[config.mk]
export PLATFORM = sky130hd
export DESIGN_NAME = imm_gen_pipe
export DESIGN_NICKNAME = d
export VERILOG_FILES = /design/src/rtl/imm_gen_pkg.sv /design/src/rtl/imm_decode.sv /design/src/rtl/imm_gen_pipe.sv
export SDC_FILE = /design/constraint.sdc
export NUM_CORES = 1
export LEC_CHECK = 0
export CORE_UTILIZATION = 30
export CTS_CLUSTER_DIAMETER = 40
export DETAILED_ROUTE_END_ITERATION = 8
export GPL_TIMING_DRIVEN = 0
export PLACE_DENSITY = 0.53
export SYNTH_ARGS = -nofsm -noshare
export SYNTH_HDL_FRONTEND = slang
export SYNTH_SLANG_ARGS = --single-unit
[constraint.sdc]
create_clock -name CLK -period 5.75 [get_ports CLK]
set_input_delay 0.575 -clock CLK [delete_from_list [all_inputs] [get_ports CLK]]
set_output_delay 0.575 -clock CLK [all_outputs]
set_load 0.02 [all_outputs]
[src/rtl/imm_gen_pkg.sv]
// Shared immediate-format encoding and RV32/RV64 base opcodes
// used by the immediate decoder and the skid-buffer control.
package imm_gen_pkg;

  typedef enum logic [2:0] {
    FMT_NONE  = 3'd0,
    FMT_I     = 3'd1,
    FMT_S     = 3'd2,
    FMT_B     = 3'd3,
    FMT_U     = 3'd4,
    FMT_J     = 3'd5,
    FMT_SHAMT = 3'd6,
    FMT_ZIMM  = 3'd7
  } imm_fmt_e;

  localparam logic [6:0] OPC_LOAD   = 7'b0000011;
  localparam logic [6:0] OPC_OP_IMM = 7'b0010011;
  localparam logic [6:0] OPC_AUIPC  = 7'b0010111;
  localparam logic [6:0] OPC_STORE  = 7'b0100011;
  localparam logic [6:0] OPC_OP     = 7'b0110011;
  localparam logic [6:0] OPC_LUI    = 7'b0110111;
  localparam logic [6:0] OPC_BRANCH = 7'b1100011;
  localparam logic [6:0] OPC_JALR   = 7'b1100111;
  localparam logic [6:0] OPC_JAL    = 7'b1101111;
  localparam logic [6:0] OPC_SYSTEM = 7'b1110011;

endpackage

[src/rtl/imm_decode.sv]
// Combinational immediate extraction: instruction word to
// extended immediate, format code and illegal-opcode flag.
module imm_decode
  import imm_gen_pkg::*;
#(
  parameter int XLEN    = 32,
  parameter bit EN_ZIMM = 1'b1
) (
  input  logic [31:0]     inst,
  output logic [XLEN-1:0] imm,
  output logic [2:0]      fmt,
  output logic            illegal
);

  logic [6:0] opc;
  logic [2:0] f3;
  logic       shamt_op;

  assign opc      = inst[6:0];
  assign f3       = inst[14:12];
  assign shamt_op = (f3 == 3'b001) || (f3 == 3'b101);

  // Pick the format from the opcode and build its immediate
  always_comb begin
    imm     = '0;
    fmt     = FMT_NONE;
    illegal = 1'b0;
    unique case (opc)
      OPC_LOAD, OPC_JALR: begin
        fmt = FMT_I;
        imm = XLEN'($signed(inst[31:20]));
      end
      OPC_OP_IMM: begin
        if (shamt_op) begin
          fmt = FMT_SHAMT;
          imm = (XLEN == 64) ? XLEN'(inst[25:20])
                             : XLEN'(inst[24:20]);
        end else begin
          fmt = FMT_I;
          imm = XLEN'($signed(inst[31:20]));
        end
      end
      OPC_STORE: begin
        fmt = FMT_S;
        imm = XLEN'($signed({inst[31:25], inst[11:7]}));
      end
      OPC_BRANCH: begin
        fmt = FMT_B;
        imm = XLEN'($signed({inst[31], inst[7],
                             inst[30:25], inst[11:8],
                             1'b0}));
      end
      OPC_LUI, OPC_AUIPC: begin
        fmt = FMT_U;
        imm = XLEN'($signed({inst[31:12], 12'b0}));
      end
      OPC_JAL: begin
        fmt = FMT_J;
        imm = XLEN'($signed({inst[31], inst[19:12],
                             inst[20], inst[30:21],
                             1'b0}));
      end
      OPC_OP: begin
        fmt = FMT_NONE;
      end
      OPC_SYSTEM: begin
        // Register-operand SYSTEM forms carry no immediate
        if (f3[2]) begin
          if (EN_ZIMM) begin
            fmt = FMT_ZIMM;
            imm = XLEN'(inst[19:15]);
          end else begin
            illegal = 1'b1;
          end
        end
      end
      default: begin
        illegal = 1'b1;
      end
    endcase
  end

endmodule

[src/rtl/imm_gen_pipe.sv]
// Registered immediate generator behind a 2-entry skid buffer
// (main entry drives the outputs, skid absorbs one stall).
module imm_gen_pipe
  import imm_gen_pkg::*;
#(
  parameter int XLEN    = 32,
  parameter bit EN_ZIMM = 1'b1
) (
  input  logic            CLK,
  input  logic            RESET,
  input  logic            FLUSH,
  input  logic            IN_VALID,
  output logic            IN_READY,
  input  logic [31:0]     INSTRUCTION,
  input  logic [XLEN-1:0] PC_IN,
  output logic            OUT_VALID,
  input  logic            OUT_READY,
  output logic [XLEN-1:0] IMM_OUT,
  output logic [2:0]      IMM_FMT,
  output logic            IMM_ILLEGAL,
  output logic [XLEN-1:0] PC_OUT
);

  logic [XLEN-1:0] dec_imm;
  logic [2:0]      dec_fmt;
  logic            dec_ill;

  imm_decode #(
    .XLEN    (XLEN),
    .EN_ZIMM (EN_ZIMM)
  ) u_dec (
    .inst    (INSTRUCTION),
    .imm     (dec_imm),
    .fmt     (dec_fmt),
    .illegal (dec_ill)
  );

  logic            main_vld_q, main_vld_d;
  logic [XLEN-1:0] main_imm_q, main_imm_d;
  logic [2:0]      main_fmt_q, main_fmt_d;
  logic            main_ill_q, main_ill_d;
  logic [XLEN-1:0] main_pc_q,  main_pc_d;
  logic            skid_vld_q, skid_vld_d;
  logic [XLEN-1:0] skid_imm_q, skid_imm_d;
  logic [2:0]      skid_fmt_q, skid_fmt_d;
  logic            skid_ill_q, skid_ill_d;
  logic [XLEN-1:0] skid_pc_q,  skid_pc_d;
  logic            rdy_q,      rdy_d;

  logic acc;
  logic drn;

  assign acc = IN_VALID & rdy_q;
  assign drn = main_vld_q & OUT_READY;

  // Advance entries: skid refills main first, else new input
  always_comb begin
    main_vld_d = main_vld_q;
    main_imm_d = main_imm_q;
    main_fmt_d = main_fmt_q;
    main_ill_d = main_ill_q;
    main_pc_d  = main_pc_q;
    skid_vld_d = skid_vld_q;
    skid_imm_d = skid_imm_q;
    skid_fmt_d = skid_fmt_q;
    skid_ill_d = skid_ill_q;
    skid_pc_d  = skid_pc_q;
    if (FLUSH) begin
      main_vld_d = 1'b0;
      skid_vld_d = 1'b0;
    end else if (!main_vld_q || drn) begin
      if (skid_vld_q) begin
        main_vld_d = 1'b1;
        main_imm_d = skid_imm_q;
        main_fmt_d = skid_fmt_q;
        main_ill_d = skid_ill_q;
        main_pc_d  = skid_pc_q;
        skid_vld_d = 1'b0;
      end else begin
        main_vld_d = acc;
        if (acc) begin
          main_imm_d = dec_imm;
          main_fmt_d = dec_fmt;
          main_ill_d = dec_ill;
          main_pc_d  = PC_IN;
        end
      end
    end else if (acc) begin
      skid_vld_d = 1'b1;
      skid_imm_d = dec_imm;
      skid_fmt_d = dec_fmt;
      skid_ill_d = dec_ill;
      skid_pc_d  = PC_IN;
    end
    rdy_d = !skid_vld_d;
  end

  // Entry and ready registers
  always_ff @(posedge CLK or posedge RESET) begin
    if (RESET) begin
      main_vld_q <= 1'b0;
      main_imm_q <= '0;
      main_fmt_q <= FMT_NONE;
      main_ill_q <= 1'b0;
      main_pc_q  <= '0;
      skid_vld_q <= 1'b0;
      skid_imm_q <= '0;
      skid_fmt_q <= FMT_NONE;
      skid_ill_q <= 1'b0;
      skid_pc_q  <= '0;
      rdy_q      <= 1'b1;
    end else begin
      main_vld_q <= main_vld_d;
      main_imm_q <= main_imm_d;
      main_fmt_q <= main_fmt_d;
      main_ill_q <= main_ill_d;
      main_pc_q  <= main_pc_d;
      skid_vld_q <= skid_vld_d;
      skid_imm_q <= skid_imm_d;
      skid_fmt_q <= skid_fmt_d;
      skid_ill_q <= skid_ill_d;
      skid_pc_q  <= skid_pc_d;
      rdy_q      <= rdy_d;
    end
  end

  assign IN_READY    = rdy_q;
  assign OUT_VALID   = main_vld_q;
  assign IMM_OUT     = main_imm_q;
  assign IMM_FMT     = main_fmt_q;
  assign IMM_ILLEGAL = main_ill_q;
  assign PC_OUT      = main_pc_q;

endmodule

==> flow_summary.json, run 1 <==
{
  "place_hpwl_mm": 13.6,
  "slew_viol_final": 0,
  "place.gp.congestion": 0.867,
  "yosys.area.top_type_share_pct": 54.4,
  "timing.critical_path.from": "INSTRUCTION[5]",
  "powerDensity_mw_per_mm2": 337,
  "ys_top_cells_by_count": "180 x sky130_fd_sc_hd__nand2_1, 138 x sky130_fd_sc_hd__dfrtp_1, 52 x sky130_fd_sc_hd__o21ai_0",
  "clk_path_buf_depth": 2,
  "area_delta_synth_final_pct": 36.7,
  "route.detailed.wl_per_inst_um": 17.5,
  "ir_drop_mv": 0.181,
  "synthXorXnorAreaFrac_pct": 0,
  "synthDistinctLibCells": 50,
  "synth_warnings": 0,
  "synthTopCellsByArea": "sky130_fd_sc_hd__dfrtp_1 54%, sky130_fd_sc_hd__nand2_1 11%, sky130_fd_sc_hd__mux2i_1 5.0%, sky130_fd_sc_hd__o21ai_0 4.1%, sky130_fd_sc_hd__a31oi_1 2.7%",
  "clock_skew_ps": 8.10,
  "worstReg2RegEnd": "IMM_OUT[10]",
  "tritoncts": "built",
  "synthMuxAreaShare_pct": 5.04,
  "cp-start-kind": "input port",
  "seq_area_sq_mm": 0.00348,
  "worst_path_max_delay_cell": "sky130_fd_sc_hd__a2111oi_0",
  "ratio_of_cells_with_drive_above_1_in_the_final_layout_pct": 8.88,
  "drv.max_cap_violation_count": 0,
  "synth_edf_count": 0,
  "power.total_uw": 2930,
  "yosys_register_bits": 139,
  "port_buffers": 135,
  "power_switching_uw": 830,
  "worstRegToRegCells": 5,
  "timing_worst_setup_path_type": "in2reg",
  "detailedRoute.firstPassIterationCount": 5,
  "syn-num-nets": 734,
  "power.sequential.fraction_pct": 41.9,
  "cp_num_cells": 7,
  "drt.antenna.violating_nets": 0,
  "number_of_endpoints_with_negative_hold_slack_in_the_final_report": 0,
  "crit_path_end_kind": "flop",
  "finalWorstPathRequiredPeriod_ps": 2600,
  "cts_root_buffer": "sky130_fd_sc_hd__clkbuf_16",
  "worst_path_largest_cell_delay_ps": 1080,
  "max_slew.worst_pin.slew_ps": 1280,
  "floorplan.initialDensity_pct": 31.0,
  "insertedDiodeCount": 0,
  "number_of_placement_rows": 52,
  "worst_min_delay_path_class": "reg2reg",
  "worstSkewPairLatency_ps": 420,
  "synthFlopType": "sky130_fd_sc_hd__dfrtp_1",
  "crit_top_cell": "sky130_fd_sc_hd__nand2_1",
  "synthMostInstantiatedCell": "sky130_fd_sc_hd__nand2_1",
  "cts_htree_levels": 4,
  "grt.total_usage_pct": 18.5,
  "fin_crit_sh_pct": 45.2,
  "required_time_of_the_critical_path_ps": 6100,
  "comb_power_share_pct": 19.2,
  "outcome": "completed",
  "number_of_standard_cells_in_the_final_layout_excluding_fillers": 1103,
  "ios": 139,
  "synth-adder-area-share_pct": 0,
  "slew_headroom_pct": 12.4,
  "antenna_violations_before_repair": 0,
  "global_route_wire_length_before_repair_mm": 30.3,
  "hold_fix_buffers_cts": 0,
  "routed_via_density": 4.82,
  "synth_simple_gate_area_share_pct": 20.2,
  "route.detailed.drc": 0,
  "drt_first_iter_violations": 350,
  "placedCellCount": 1071,
  "power_report.internal_total_uw": 2100,
  "power_leakage_uw": 0.00363,
  "rsz0062_at_grt": "no",
  "syn-mean-instance-area_sq_um": 9.55,
  "die-width_um": 148,
  "die-area_sq_mm": 0.0218,
  "die_h_um": 148,
  "ctsResizeCount": 0,
  "clock_sink_count": 139,
  "crit_path_max_fanout": 10,
  "clock_power_share_pct": 38.9,
  "cell_area_after_synthesis_sq_mm": 0.00635,
  "postSynth.asyncResetShare_pct": 100,
  "vias": 5316,
  "post_synth_inst_count": 665,
  "synth_top_family_by_area": "simple AND/OR/NAND/NOR gates",
  "coreArea_sq_mm": 0.0205,
  "post-route-util_pct": 42.4,
  "tritoncts_buffer_count": 17,
  "synth_largest_area_cell": "sky130_fd_sc_hd__dfrtp_1",
  "grt_total_ovfl": 0,
  "achievable-frequency_ghz": 0.385,
  "share_of_synthesized_area_occupied_by_flip_flops_and_latches_pct": 54.8,
  "synth_compound_gate_area_share_pct": 16.1,
  "wirelength_mm": 19.3,
  "postCtsSetupRepairBufs": 0,
  "grt_start_max_net_pins": 75,
  "cp_data_arrival_time_ps": 2940,
  "endpoints_failing_setup": 0,
  "critical_path.n_buffers_inverters": 2,
  "clkTransAtPathRegs_ps": 60,
  "critical_path_destination": "skid_fmt_q[2]",
  "critPathTopFamily": "compound AO/OA/AOI/OAI gates",
  "worst-r2r-setup-slack_ps": 3530,
  "layout.filler_cells": 2036,
  "switching_share_pct": 28.3,
  "worstPathCellList": "clkdlybuf4s50_1, buf_2, nor2_1, nand2_1, a2111oi_0, o21ai_0, nand2_1",
  "regToRegStartpoint": "IN_READY",
  "number_of_global_route_vias_before_repair": 5223,
  "finalNetCount": 889,
  "area_used_by_multi_input_combinational_logic_sq_mm": 0.00263
}
## state kept, by name, indices dropped and copies added (netlist names)
| name | cells |
|---|---|
| IN_READY | 1 |
| IMM_ILLEGAL | 1 |
| skid_fmt_q | 3 |
| IMM_OUT | 32 |
| skid_pc_q | 32 |
| skid_vld_q | 1 |
| skid_ill_q | 1 |
| skid_imm_q | 32 |
| IMM_FMT | 3 |
| OUT_VALID | 1 |
| PC_OUT | 32 |
## per-stage QoR
step	setup TNS, ps	setup WS, ps	hold slack (ps)	cell area (sq um)
CTS	0	3290	475	8690
finish	0	3150	472	8690
global placement	-122490	-900	455	8040
floorplan	0	1450	440	6350
detailed placement	0	2850	461	8080
global route	0	3060	496	8690
## power groups by stage
stage | Combinational, uW | Clock [uW] | Sequential, uW
2_1_floorplan | 215 | 0 | 1310
3_3_place_gp | 560 | 0 | 1240
3_5_place_dp | 569 | 0 | 1250
4_1_cts | 570 | 1170 | 1230
5_1_grt | 618 | 1210 | 1250
6_report | 562 | 1140 | 1230
## cell usage in the layout (no fill, tap or decap), drive strengths merged, types with 11 or more instances in the layout
cell type      instances
nand2                180
nand3                 13
or3                   11
clkbuf                46
o21ai                 57
dfrtp                138
nor2                  38
nor3                  16
a31oi                 27
clkdlybuf4s50        135
buf                   22
mux2i                 32
a21oi                 20
a211oi                12
## worst min-delay path, delay by kind of cell (launching register included)
kind | cells | cell delay (ps)
flops | 1 | 330
simple gates | 2 | 100
## how the worst min path moves through the flow
stage          depth (start not counted)     startpoint  slack, ps             to
6_report                               2  skid_imm_q[0]        470  skid_imm_q[0]
5_1_grt                                2  skid_imm_q[0]        500  skid_imm_q[0]
4_1_cts                                2  skid_imm_q[0]        480  skid_imm_q[0]
3_5_place_dp                           2  skid_imm_q[0]        460  skid_imm_q[0]
3_3_place_gp                           2  skid_imm_q[0]        450  skid_imm_q[0]
2_1_floorplan                          2  skid_imm_q[0]        440  skid_imm_q[0]
## routing by layer
metal | track usage (%) | part of all wire [%] | vias to the layer above
met1 | 26.9 | 49 | 2550
met2 | 27.3 | 44 | 134
met5 | 0 | 0 | -
li1 | - | - | 2619
met3 | 3.36 | 4.8 | 13
met4 | 6.49 | 1.7 | 0
## final cells by class
class / instances / area share, %
inverter: 5 / 0.274
multi-input combinational: 473 / 30.2
tap: 270 / 3.89
clock inverter: 13 / 1.93
timing repair buffer: 136 / 15.9
clock buffer: 19 / 5.10
sequential: 139 / 40.1
buffer: 48 / 2.65
## logic make-up (layout without fill, tap and decap cells)
logic type / after synthesis / count (layout)
compound gates: 150 / 150
buf+inv: 53 / 221
simple gates: 291 / 291
flops: 139 / 139
mux: 32 / 32
(Power assumes the default switching activity.)
==> run 2, diff against run 1 <==
- PLACE_DENSITY: 0.53 -> 0.55
- clock period: 5.75 -> 2.2 ns (I/O delays scaled with it)
==> run 2 against run 1 <==
First-iteration DRC count rose by 6.9%. Global-route usage increased by 0.066 points. Count of clock-buffer cells in the layout is 2 lower. Register-to-register slack worse by 3400 ps. Wire length decreased by 0.10%. Worst setup slack got worse by 3000 ps. Clock skew barely moved. Clock power rose to 2.7 times the previous value. Core utilization rose by 0.44 points. Non-clock buffer count rose by 3. Via count rose by 2.2%. Highest routed layer unchanged.
==> flow_summary.json, run 2 (same netlist as run 1, synthesis figures left out) <==
{
  "area_delta_synth_final_pct": 38.1,
  "route.detailed.drc": 0,
  "clk_path_buf_depth": 2,
  "floorplan.initialDensity_pct": 31.0,
  "ir_drop_mv": 0.422,
  "worst_path_largest_cell_delay_ps": 510,
  "grt_total_ovfl": 0,
  "crit_path_end_kind": "flop",
  "finalNetCount": 892,
  "grt.total_usage_pct": 18.5,
  "crit_path_max_fanout": 10,
  "port_buffers": 135,
  "met1Wirelength_mm": 9.21,
  "powerDensity_mw_per_mm2": 883,
  "route.detailed.wl_per_inst_um": 17.4,
  "clock_sink_count": 139,
  "number_of_global_route_vias_before_repair": 5269,
  "drt.antenna.violating_nets": 0,
  "drt_first_iter_violations": 374,
  "timing_worst_setup_path_type": "reg2reg",
  "power_leakage_uw": 0.00366,
  "ios": 139,
  "finalSetupTns_ps": 0,
  "most_common_cell_after_layout_fill_and_taps_aside": "sky130_fd_sc_hd__nand2_1",
  "cts_root_buffer": "sky130_fd_sc_hd__clkbuf_16",
  "worst_path_max_delay_cell": "sky130_fd_sc_hd__clkbuf_1",
  "required_time_of_the_critical_path_ps": 2540,
  "die-width_um": 148,
  "routed_via_density": 4.92,
  "grt_start_max_net_pins": 34,
  "hold-worst-slack_ps": 201,
  "number_of_placement_rows": 52,
  "most-common-layout-cells": "180 x sky130_fd_sc_hd__nand2_1, 138 x sky130_fd_sc_hd__dfrtp_1, 135 x sky130_fd_sc_hd__clkdlybuf4s50_1",
  "cts_htree_levels": 4,
  "clkTransAtPathRegs_ps": 60,
  "die-area_sq_mm": 0.0218,
  "finish.instance_area_sq_mm": 0.00878,
  "achievable-frequency_ghz": 0.482,
  "tritoncts_buffer_count": 17,
  "worstSkewPairLatency_ps": 420,
  "cp_data_arrival_time_ps": 2410,
  "slew_headroom_pct": 35.4,
  "outcome": "completed",
  "coreArea_sq_mm": 0.0205,
  "fin_crit_sh_pct": 94.3,
  "met2_length_mm": 8.75,
  "slew_viol_final": 0,
  "crit_top_cell": "sky130_fd_sc_hd__clkbuf_1",
  "worstPathCellList": "buf_4, inv_1, clkbuf_1, clkbuf_1, nand3_1, a21oi_1",
  "insertedDiodeCount": 0,
  "vias": 5433,
  "hold_fix_buffers_cts": 0,
  "maxUsedRoutingLayer": "met4",
  "detailedRoute.firstPassIterationCount": 5,
  "tritoncts": "built",
  "antenna_violations_before_repair": 0,
  "worst_min_delay_path_class": "in2async",
  "wirelength_mm": 19.3,
  "cp-start-kind": "flop",
  "ctsResizeCount": 0,
  "worstRegToRegCells": 6,
  "rsz0062_at_grt": "no",
  "drv.max_cap_violation_count": 0,
  "power.total_uw": 7750,
  "global_route_wire_length_before_repair_mm": 30.7,
  "ratio_of_cells_with_drive_above_1_in_the_final_layout_pct": 9.58,
  "detailed_place.area_sq_mm": 0.00813,
  "post-route-util_pct": 42.8,
  "clock_skew_ps": 7.77,
  "endpoints_failing_setup": 0,
  "number_of_endpoints_with_negative_hold_slack_in_the_final_report": 0,
  "max_slew.worst_pin.slew_ps": 966,
  "place_hpwl_mm": 13.8,
  "postCtsSetupRepairBufs": 0,
  "die_h_um": 148,
  "detail_route_met3_wl_um": 871,
  "finalWorstPathRequiredPeriod_ps": 2070,
  "place.gp.congestion": 0.843
}
==> run 2: cell count changes in the layout (fill, tap and decap cells not counted), moves of 2 or more <==
cell / before / now
sky130_fd_sc_hd__buf_12: 0 / 4
sky130_fd_sc_hd__clkbuf_1: 28 / 24
sky130_fd_sc_hd__clkbuf_2: 0 / 3
sky130_fd_sc_hd__clkinvlp_4: 2 / 4
==> run 2: worst max-delay path, delay by kind of cell, from the launching register on <==
family	cells	cell delay, ps
and+or+nand+nor	1	160
buffers and inverters	4	1290
DFF	1	370
AOI/OAI and AO/OA	1	170
==> run 2: layout make-up <==
cell class                 count  area [sq um]
timing repair buffer         139          1430
multi-input combinational    473          2650
buffer                        48           234
clock buffer                  17           425
fill                        2014         11700
clock inverter                14           196
sequential                   139          3480
tap                          270           338
inverter                       5          22.5
==> run 2: stage by stage <==
stage	setup WS, ps	instances
2_1_floorplan	246	665
3_3_place_gp	-1190	1070
3_5_place_dp	-382	1074
4_1_cts	4.74	1105
5_1_grt	40.2	1105
6_report	126	1105
==> run 2: where the power goes <==
group | switching (uW) | internal, uW | leakage [uW] | total, uW
Combinational | 780 | 700 | 0.00161 | 1480
Clock | 1160 | 1900 | 0.000295 | 3060
Sequential | 233 | 2980 | 0.00176 | 3210
==> run 2: worst paths after layout <==
check | startpoint | to | slack, ps
min in group CLK | INSTRUCTION[2] | skid_fmt_q[1] | 250
worst min-delay path | RESET | IMM_OUT[12] | 200
worst max-delay path | skid_vld_q | IMM_OUT[31] | 130
worst max register to register | skid_vld_q | IMM_OUT[31] | 130
max in group asynchronous | RESET | skid_imm_q[1] | 1230
worst min register to register | skid_pc_q[11] | skid_pc_q[11] | 470
==> run 2: metal layers <==
| layer | track usage, % | vias up |
|---|---|---|
| li1 | - | 2627 |
| met1 | 26.5 | 2616 |
| met2 | 27.5 | 157 |
| met3 | 3.58 | 33 |
| met4 | 7.37 | 0 |
| met5 | 0 | - |
==> run 3, diff against run 2 <==
- CAP_MARGIN: not set -> 20
- CORE_ASPECT_RATIO: not set -> 1.25
==> run 3 against run 2 <==
Flip-flop and latch count did not move. Maximum frequency rose by 4.1%. Count of clock-buffer cells in the layout rose by 2.
==> flow_summary.json, run 3 (same netlist as run 1, synthesis figures left out) <==
{
  "outcome": "completed",
  "wirelength_mm": 19.6,
  "final_critical_path_setup_slack_ps": 207,
  "hold-worst-slack_ps": 72.9,
  "ios": 139,
  "slew_headroom_pct": 41.1,
  "grt.total_usage_pct": 19.0,
  "crit_path_max_fanout": 10,
  "die-width_um": 132,
  "finalNetCount": 892,
  "route.detailed.wl_per_inst_um": 17.6,
  "slew_viol_final": 0,
  "worstReg2RegEnd": "IMM_OUT[29]",
  "endpoints_failing_setup": 0,
  "port_buffers": 135,
  "coreArea_sq_mm": 0.0208,
  "worst_path_largest_cell_delay_ps": 360,
  "crit_path_end_kind": "flop",
  "antenna_violations_before_repair": 0,
  "most-common-layout-cells": "179 x sky130_fd_sc_hd__nand2_1, 138 x sky130_fd_sc_hd__dfrtp_1, 135 x sky130_fd_sc_hd__clkdlybuf4s50_1",
  "layout.filler_cells": 2131,
  "ratio_of_cells_with_drive_above_1_in_the_final_layout_pct": 9.69,
  "clk_path_buf_depth": 2,
  "die-area_sq_mm": 0.0218,
  "cts_root_buffer": "sky130_fd_sc_hd__clkbuf_16",
  "clock_skew_ps": 8.13,
  "worstSkewPairLatency_ps": 420,
  "drt_first_iter_violations": 289,
  "worstRegToRegCells": 8,
  "postCtsSetupRepairBufs": 0,
  "number_of_endpoints_with_negative_hold_slack_in_the_final_report": 0,
  "place_hpwl_mm": 14.0,
  "worst_min_delay_path_class": "in2async",
  "worst_path_max_delay_cell": "sky130_fd_sc_hd__dfrtp_1",
  "crit_top_cell": "sky130_fd_sc_hd__buf_2",
  "area_delta_synth_final_pct": 37.7,
  "timing.critical_path.from": "skid_vld_q",
  "finalWorstPathRequiredPeriod_ps": 1990,
  "drv.max_cap_violation_count": 0,
  "global_route_wire_length_before_repair_mm": 31.0,
  "rsz0062_at_grt": "no",
  "cp-start-kind": "flop",
  "fin_crit_sh_pct": 90.6,
  "floorplan.initialDensity_pct": 30.5,
  "cts_htree_levels": 4,
  "most_common_cell_after_layout_fill_and_taps_aside": "sky130_fd_sc_hd__nand2_1",
  "max_slew.worst_pin.slew_ps": 862,
  "ir_drop_mv": 0.609,
  "critical_path_destination": "IMM_OUT[29]",
  "tritoncts": "built",
  "clock_sink_count": 139,
  "number_of_global_route_vias_before_repair": 5508,
  "cp_data_arrival_time_ps": 2320,
  "routed_via_density": 4.87,
  "timing_worst_setup_path_type": "reg2reg",
  "clkTransAtPathRegs_ps": 60,
  "die_h_um": 165,
  "route.detailed.drc": 0,
  "place_worst_setup_slack_ps": -412,
  "worstPathCellList": "buf_4, a21oi_4, or3_1, buf_2, buf_6, buf_2, nor3_1, a211oi_1",
  "regToRegStartpoint": "skid_vld_q",
  "detailedRoute.firstPassIterationCount": 5,
  "hold_fix_buffers_cts": 0,
  "achievable-frequency_ghz": 0.502,
  "number_of_placement_rows": 59,
  "grt_start_max_net_pins": 41,
  "tritoncts_buffer_count": 17,
  "drt.antenna.violating_nets": 0,
  "powerDensity_mw_per_mm2": 863,
  "power_leakage_uw": 0.00364,
  "grt_total_ovfl": 0,
  "required_time_of_the_critical_path_ps": 2530,
  "vias": 5402,
  "insertedDiodeCount": 0,
  "place.gp.congestion": 0.851,
  "worst-r2r-setup-slack_ps": 210
}
## run 3: what timing repair did
item                       CTS  global route
pin swaps                    0             0
setup endpoints to repair   24            15
resized for setup            4             4
hold endpoints to repair     0             0
## run 3: routing by layer
layer | vias to the layer above | global-route usage [%] | routed length, um
met5 | - | 0 | 0
met4 | 0 | 7.88 | 320
met3 | 24 | 2.98 | 790
met2 | 149 | 31.9 | 9680
met1 | 2608 | 24.3 | 8770
li1 | 2621 | - | -
## run 3: final cells by class
| class | instances | area, sq um | share of cell area (%) |
|---|---|---|---|
| Clock buffer | 19 | 443 | 5.06 |
| Multi-Input combinational cell | 473 | 2650 | 30.3 |
| Inverter | 5 | 22.5 | 0.258 |
| Tap cell | 274 | 343 | 3.92 |
| Buffer | 48 | 234 | 2.68 |
| Timing Repair Buffer | 139 | 1430 | 16.4 |
| Sequential cell | 139 | 3480 | 39.8 |
| Clock inverter | 13 | 143 | 1.63 |
## run 3: worst min path at each step
stage	from	to	slack, ps	cells after the start
3_5_place_dp	skid_fmt_q[2]	skid_fmt_q[2]	460	2
5_1_grt	RESET	PC_OUT[1]	90	2
2_1_floorplan	FLUSH	OUT_VALID	280	1
3_3_place_gp	skid_fmt_q[2]	skid_fmt_q[2]	450	2
6_report	RESET	PC_OUT[1]	70	2
4_1_cts	RESET	PC_OUT[1]	60	2
## run 3: power breakdown
group	internal (uW)	switching (uW)
Clock	1700	1160
Sequential	2980	218
Combinational	701	786
Total	5380	2160
## run 3: worst max-delay path: cells and delay by family (launching register included)
kind	cells	cell delay, ps
DFF	1	360
and+or+nand+nor	2	220
buffers and inverters	4	930
AOI/OAI and AO/OA	2	390
## run 3: per-stage QoR
stage / power (uW) / TNS (ps) / instances / utilization [%] / instance area (sq um)
2_1_floorplan: 4000 / 0 / 665 / - / 6360
3_3_place_gp: 4700 / -179810 / 1074 / 38.7 / 8050
4_1_cts: 7640 / 0 / 1110 / 42.0 / 8730
5_1_grt: 7940 / 0 / 1110 / 42.0 / 8750
6_report: 7550 / 0 / 1110 / 42.0 / 8750
3_5_place_dp: 4740 / -21150 / 1078 / 39.1 / 8130
